$ cat src/rtl/hazard_fwd_unit.sv
// Load-use stall, IF/ID flush and per-operand forwarding selects from a shadow pipeline of destination metadata.
// Latency: stall/flush/selects are combinational (zero cycles); the shadow pipeline and counters update on each clk edge.
// Backpressure: stall holds PC and IF/ID and injects a bubble into stage 1; later stages always advance.
module hazard_fwd_unit #(
  parameter int REG_AW     = 5,
  parameter int FWD_DEPTH  = 2,
  parameter int LOAD_STAGE = 2,
  parameter int CNT_W      = 16,
  localparam int SEL_W     = $clog2(FWD_DEPTH + 1)
) (
  input  logic              clk,
  input  logic              reset,
  input  logic              id_valid,
  input  logic [REG_AW-1:0] id_rs,
  input  logic [REG_AW-1:0] id_rt,
  input  logic              id_read_rs,
  input  logic              id_read_rt,
  input  logic [REG_AW-1:0] id_dst,
  input  logic              id_regwr,
  input  logic              id_load,
  input  logic              redirect,
  output logic              stall,
  output logic              flush_ifid,
  output logic [SEL_W-1:0]  fwd_sel_a,
  output logic [SEL_W-1:0]  fwd_sel_b,
  output logic [CNT_W-1:0]  stall_cnt,
  output logic [CNT_W-1:0]  flush_cnt
);

  // Shadow entry k mirrors the instruction k stages past decode.
  logic [FWD_DEPTH:1]             e_v;
  logic [FWD_DEPTH:1]             e_wr;
  logic [FWD_DEPTH:1]             e_ld;
  logic [FWD_DEPTH:1][REG_AW-1:0] e_dst;

  logic [SEL_W-1:0] sel_a;
  logic [SEL_W-1:0] sel_b;
  logic             hz_a;
  logic             hz_b;

  // Scan oldest to youngest so the youngest eligible producer overwrites the select last.
  always_comb begin
    sel_a = '0;
    sel_b = '0;
    hz_a  = 1'b0;
    hz_b  = 1'b0;
    for (int k = FWD_DEPTH; k >= 1; k--) begin
      if (e_v[k] && e_wr[k] && (e_dst[k] == id_rs) && (id_rs != '0)) begin
        if (!e_ld[k] || (k >= LOAD_STAGE)) sel_a = SEL_W'(k);
        if (e_ld[k] && (k < LOAD_STAGE))   hz_a  = 1'b1;
      end
      if (e_v[k] && e_wr[k] && (e_dst[k] == id_rt) && (id_rt != '0)) begin
        if (!e_ld[k] || (k >= LOAD_STAGE)) sel_b = SEL_W'(k);
        if (e_ld[k] && (k < LOAD_STAGE))   hz_b  = 1'b1;
      end
    end
  end

  // A stall defers the redirect: the branch operands are not ready, decode re-presents it.
  always_comb begin
    stall      = id_valid & ((id_read_rs & hz_a) | (id_read_rt & hz_b));
    flush_ifid = redirect & ~stall;
    fwd_sel_a  = id_valid ? sel_a : '0;
    fwd_sel_b  = id_valid ? sel_b : '0;
  end

  // Shadow pipeline: bubble into stage 1 on stall or empty decode, older stages always shift.
  always_ff @(posedge clk or posedge reset) begin
    if (reset) begin
      e_v   <= '0;
      e_wr  <= '0;
      e_ld  <= '0;
      e_dst <= '0;
    end else begin
      if (id_valid && !stall) begin
        e_v[1]   <= 1'b1;
        e_dst[1] <= id_dst;
        e_wr[1]  <= id_regwr;
        e_ld[1]  <= id_load;
      end else begin
        e_v[1]   <= 1'b0;
        e_dst[1] <= '0;
        e_wr[1]  <= 1'b0;
        e_ld[1]  <= 1'b0;
      end
      for (int k = 2; k <= FWD_DEPTH; k++) begin
        e_v[k]   <= e_v[k-1];
        e_dst[k] <= e_dst[k-1];
        e_wr[k]  <= e_wr[k-1];
        e_ld[k]  <= e_ld[k-1];
      end
    end
  end

  // Saturating performance counters.
  always_ff @(posedge clk or posedge reset) begin
    if (reset) begin
      stall_cnt <= '0;
      flush_cnt <= '0;
    end else begin
      if (stall && (stall_cnt != '1))      stall_cnt <= stall_cnt + 1'b1;
      if (flush_ifid && (flush_cnt != '1)) flush_cnt <= flush_cnt + 1'b1;
    end
  end

endmodule
$ cat config.mk
export PLATFORM = sky130hd
export DESIGN_NAME = hazard_fwd_unit
export DESIGN_NICKNAME = d
export VERILOG_FILES = /design/src/rtl/hazard_fwd_unit.sv
export SDC_FILE = /design/constraint.sdc
export NUM_CORES = 1
export LEC_CHECK = 0
export ABC_AREA = 1
export ABC_CLOCK_PERIOD_IN_PS = 1700
export CORE_ASPECT_RATIO = 0.6
export CORE_MARGIN = 8
export CORE_UTILIZATION = 43
export DETAILED_ROUTE_END_ITERATION = 8
export HOLD_SLACK_MARGIN = 0.08
export PLACE_DENSITY = 0.72
export SYNTH_ARGS = -nofsm -noshare
export SYNTH_HDL_FRONTEND = slang
export SYNTH_SLANG_ARGS = --single-unit
$ cat constraint.sdc
create_clock -name clk -period 1.7 [get_ports clk]
set_clock_uncertainty 0.1 [all_clocks]
set_input_delay 0.34 -clock clk [delete_from_list [all_inputs] [get_ports clk]]
set_output_delay 0.34 -clock clk [all_outputs]
set_load 0.05 [all_outputs]
==> out/summary.md <==
Across all layers, the routed design uses 3222 vias. The slowest stage of the critical path is the dfrtp_1 cell. The number of buffers created by CTS was 5. Category of cells accounting for the largest share of critical-path delay: simple AND/OR/NAND/NOR gates. Setup violations remaining at the end of the flow were counted as 38. Summing all non-filler instances in the final layout gives an area of 4930 um2. The floorplan has 23 rows.

In the routed design, unresolved DRC markers number 0. The clock period minus final worst setup slack works out to 2092 ps. The class of the most critical setup path was reg -> out. The run gives 0 as the number of buffers inserted by hold repair at cts.

By area the synthesized netlist is led by dfrtp_1, nand2_1, nand3_1. The number of nets handed over by synthesis was 418. The core area is 6533 um2.

The total power divided by cell area was 651.7 nW/um2. The floorplan die height came out at 78.91 um. Startpoint kind of the worst setup timing path: a flip-flop.

After detailed routing, the average wire length per cell comes to 15.99 um. The synthesized design contains 47 register bits. Most prevalent standard cell on the critical path: nand2_1. In this run the clock root is driven by a clkbuf_8.

The logs give 0 for the number of max-capacitance violations reported and 0.002397 uW for the static power due to leakage. In this run, the number of DRC markers left after iteration 0 of detailed routing was 310. After filler insertion, the fill cell instance count of the layout stands at 439. The tools report the final layout net count as 556.

The run gives 0.7213 as the worst relative slew slack. The critical path goes through inv_2 > nand2_1 > nand2_1 > nand2_1 > nor2_2 > nand3_2 > nand2_2 > nand3_4 > clkinv_4 > nor2_4 > buf_12. The placed instances occupy a cell area of 4526 um2. Via count of the first global-routing pass: 3125. The run gives 1260 ps as the endpoint required time on the critical path. The number of vias per cell was 5.205; the achievable clock frequency was 478.0 MHz.

The worst hold-check path type was in -> async. The compound-gate portion of the synthesized area was 0.01412. In this run the remaining antenna-violating nets after routing total 0. The run gives 2836 um2 as the synthesized area. The clock tree synthesis step divided the H-tree into 2 levels. Setup repair after global routing could not meet its margin everywhere. The tools report the number of failing hold endpoints at the final stage as 0.

Synthesis instantiated 25 different standard cells from the library. The run finished, with violations left. The worst setup path is captured at a primary output. The area share of the largest cell type after synthesis came out at 0.4146.

The initial core utilization is 0.4342. The slew of the pin with the lowest slew margin works out to 414.9 ps. Yosys printed 0 warnings.

Peak per-stage delay on the critical path: 430 ps. Simple-gate share of the synthesized area: 0.3855. The first detailed-routing pass ran for 6 iterations. The clock input transition at the sequential cells of the worst setup and hold paths came out at 90 ps. The synthesis-to-layout area growth works out to 73.80%. Global-route usage over all layers: 0.1962. The run gives 393 as the number of instances in the synthesized netlist. The mean cell area of the mapped netlist was 7.217 um2; the final standard cell count with taps included and fillers excluded was 619. For the combined area of the multi-input logic cells, the log shows 1614 um2. The share of synthesized area spent on multiplexers is 0. Entering global routing, the biggest net connects 48 pins. Along the worst path, the maximum fanout reaches 4. The die is 120.9 um wide.

The post-synthesis share of cell area spent on xor and xnor gates came out at 0.08337. The tools report the instance count after placement with tap cells included as 600. Combinational family with the most area after synthesis: simple AND/OR/NAND/NOR gates. The first global-routing pass estimated 15.10 mm of wire. The tools report the maximum vdd ir drop as 0.001006 V. Final RePlAce weighted congestion: 1.029. For the final-report max-slew violation count, the log shows 0. The floorplan step defined a die boundary enclosing 9536 um2.

TritonCTS built the clock tree. The logs give 6.765 mm for the HPWL after detailed placement and 310 ps for the latest clock arrival within the worst-skew pair. Pin placement for this block handled 61 I/O pins. Fraction of the cycle the final worst path needs: 1.231.

The worst path buffer plus inverter count was 3; the total power was 3213 uW. The run gives 0 as the global route total overflow. The initial antenna violation count is 0. Summing all flip-flop and latch instances after layout gives 1205 um2. Counting along the longest clock path gives a buffer depth of 2.

The number of antenna cells inserted is 0. The part of the Yosys area used for sequential elements was 0.4146; the final worst-path setup slack was -392.2 ps. The checks that failed: setup timing.

The adder-cell share of the synthesized area is 0.008822. Wires add up to 9.899 mm. Data arrival at the endpoint of the critical path: 1650 ps.

The clock drives 47 sinks. The share of post-route cells with drive strength above 1 works out to 0.3872. The largest area contributor in the netlist was dfrtp_1. During placement, the flow inserted port buffers numbering 60.
-- cell usage after synthesis (all sizes together) --
library cell and count:
clkbuf 1, ha 2, clkinv 1, xnor2 7, nand2 125, nand3 49
o21ai 2, a211o 1, nand4 21, nor3b 1, nor2 38, inv 55
a21oi 3, dfrtp 47, buf 8, nor3 11, o22ai 1, xor2 20
-- cells by family (layout without fill, tap and decap cells) --
| group | after synthesis | in the layout |
|---|---|---|
| AO/OA/AOI/OAI | 7 | 7 |
| XOR/XNOR | 27 | 27 |
| adder cells (fa/ha/maj) | 2 | 2 |
| buffers and inverters | 65 | 203 |
| flip-flops | 47 | 47 |
| AND/OR/NAND/NOR | 245 | 246 |
-- flip-flops by register name, summed over array words and instances, names as in the netlist --
register   count
e_v            2
flush_cnt     16
e_ld           1
e_wr           2
stall_cnt     16
e_dst         10
-- report_power, final --
group | leakage, uW | internal (uW) | switching [uW] | total (uW)
combinational | 0.00174 | 439 | 519 | 958
clock | 0.0000644 | 586 | 403 | 990
sequential | 0.000595 | 1200 | 68.5 | 1270
-- cells in the final DEF (no fill, tap or decap), types with 3 or more instances in the layout --
| cell | Yosys | routed |
|---|---|---|
| nor3_1 | 11 | 9 |
| nor2_1 | 38 | 30 |
| clkdlybuf4s50_1 | 0 | 12 |
| dfrtp_1 | 47 | 24 |
| nand3_2 | 0 | 6 |
| nand2_2 | 1 | 18 |
| clkbuf_8 | 0 | 5 |
| dfrtp_2 | 0 | 23 |
| buf_6 | 1 | 3 |
| nand2_4 | 1 | 4 |
| nand4_1 | 20 | 20 |
| xnor2_1 | 7 | 7 |
| xor2_1 | 20 | 20 |
| dlygate4sd2_1 | 0 | 10 |
| nor2_2 | 0 | 6 |
| nand3_1 | 48 | 41 |
| buf_12 | 0 | 41 |
| buf_4 | 1 | 71 |
| nand2_1 | 123 | 102 |
| inv_2 | 0 | 8 |
| inv_1 | 55 | 45 |
-- what timing repair did --
action                                  4_1_cts  5_1_grt
resized for setup                            21       38
setup buffers                                 4        4
endpoints found under the setup margin       46       46
pin swaps                                     7       11
cloned                                        1        2
-- worst reg2reg max path: cells and delay by family (launching register included) --
kind                   cells  cell delay [ps]
DFF                        1              430
buffers and inverters      5              500
and+or+nand+nor           10              800
-- layer usage --
| metal | wire, um | GRT usage | up-vias |
|---|---|---|---|
| met1 | 4318 | 0.2549 | 1525 |
| met3 | 840 | 0.05945 | 29 |
| li1 | - | - | 1518 |
| met5 | 0 | 0 | - |
| met2 | 4524 | 0.3097 | 150 |
| met4 | 215 | 0.05700 | 0 |
-- cell type report --
| type | instances | share of cell area |
|---|---|---|
| Multi-Input combinational cell | 282 | 0.3274 |
| Clock inverter | 3 | 0.01371 |
| Inverter | 56 | 0.04467 |
| Clock buffer | 5 | 0.01396 |
| Tap cell | 87 | 0.02208 |
| Timing Repair Buffer | 139 | 0.3338 |
| Sequential cell | 47 | 0.2444 |
-- path summary, 6_finish.rpt --
check                      slack, ps  cells after the start                  endpoint               start
max in group asynchronous        980                      3  flush_cnt[4]$_DFFE_PP0P_               reset
min in group clk                 280                      0          e_v[2]$_DFF_PP0_    e_v[1]$_DFF_PP0_
hold reg to reg                  280                      0          e_v[2]$_DFF_PP0_    e_v[1]$_DFF_PP0_
hold / removal                   270                      3  stall_cnt[4]$_DFFE_PP0P_               reset
setup reg to reg                -260                     15  stall_cnt[1]$_DFFE_PP0P_  e_dst[4]$_DFF_PP0_
setup / recovery                -390                     11                flush_ifid  e_dst[4]$_DFF_PP0_
-- per-stage QoR --
stage	worst slack [ps]	hold WS (ps)	util	TNS [ps]
2_1_floorplan	-203.6	253.5	-	-772.3
3_3_place_gp	-560.6	257.2	0.6928	-22390
3_5_place_dp	-619.9	265.3	0.6928	-24260
4_1_cts	-412.2	278.4	0.7234	-4811
5_1_grt	-506.4	296.6	0.7546	-12410
6_report	-392.2	268.5	0.7546	-7752
(Power assumes the default switching activity.)
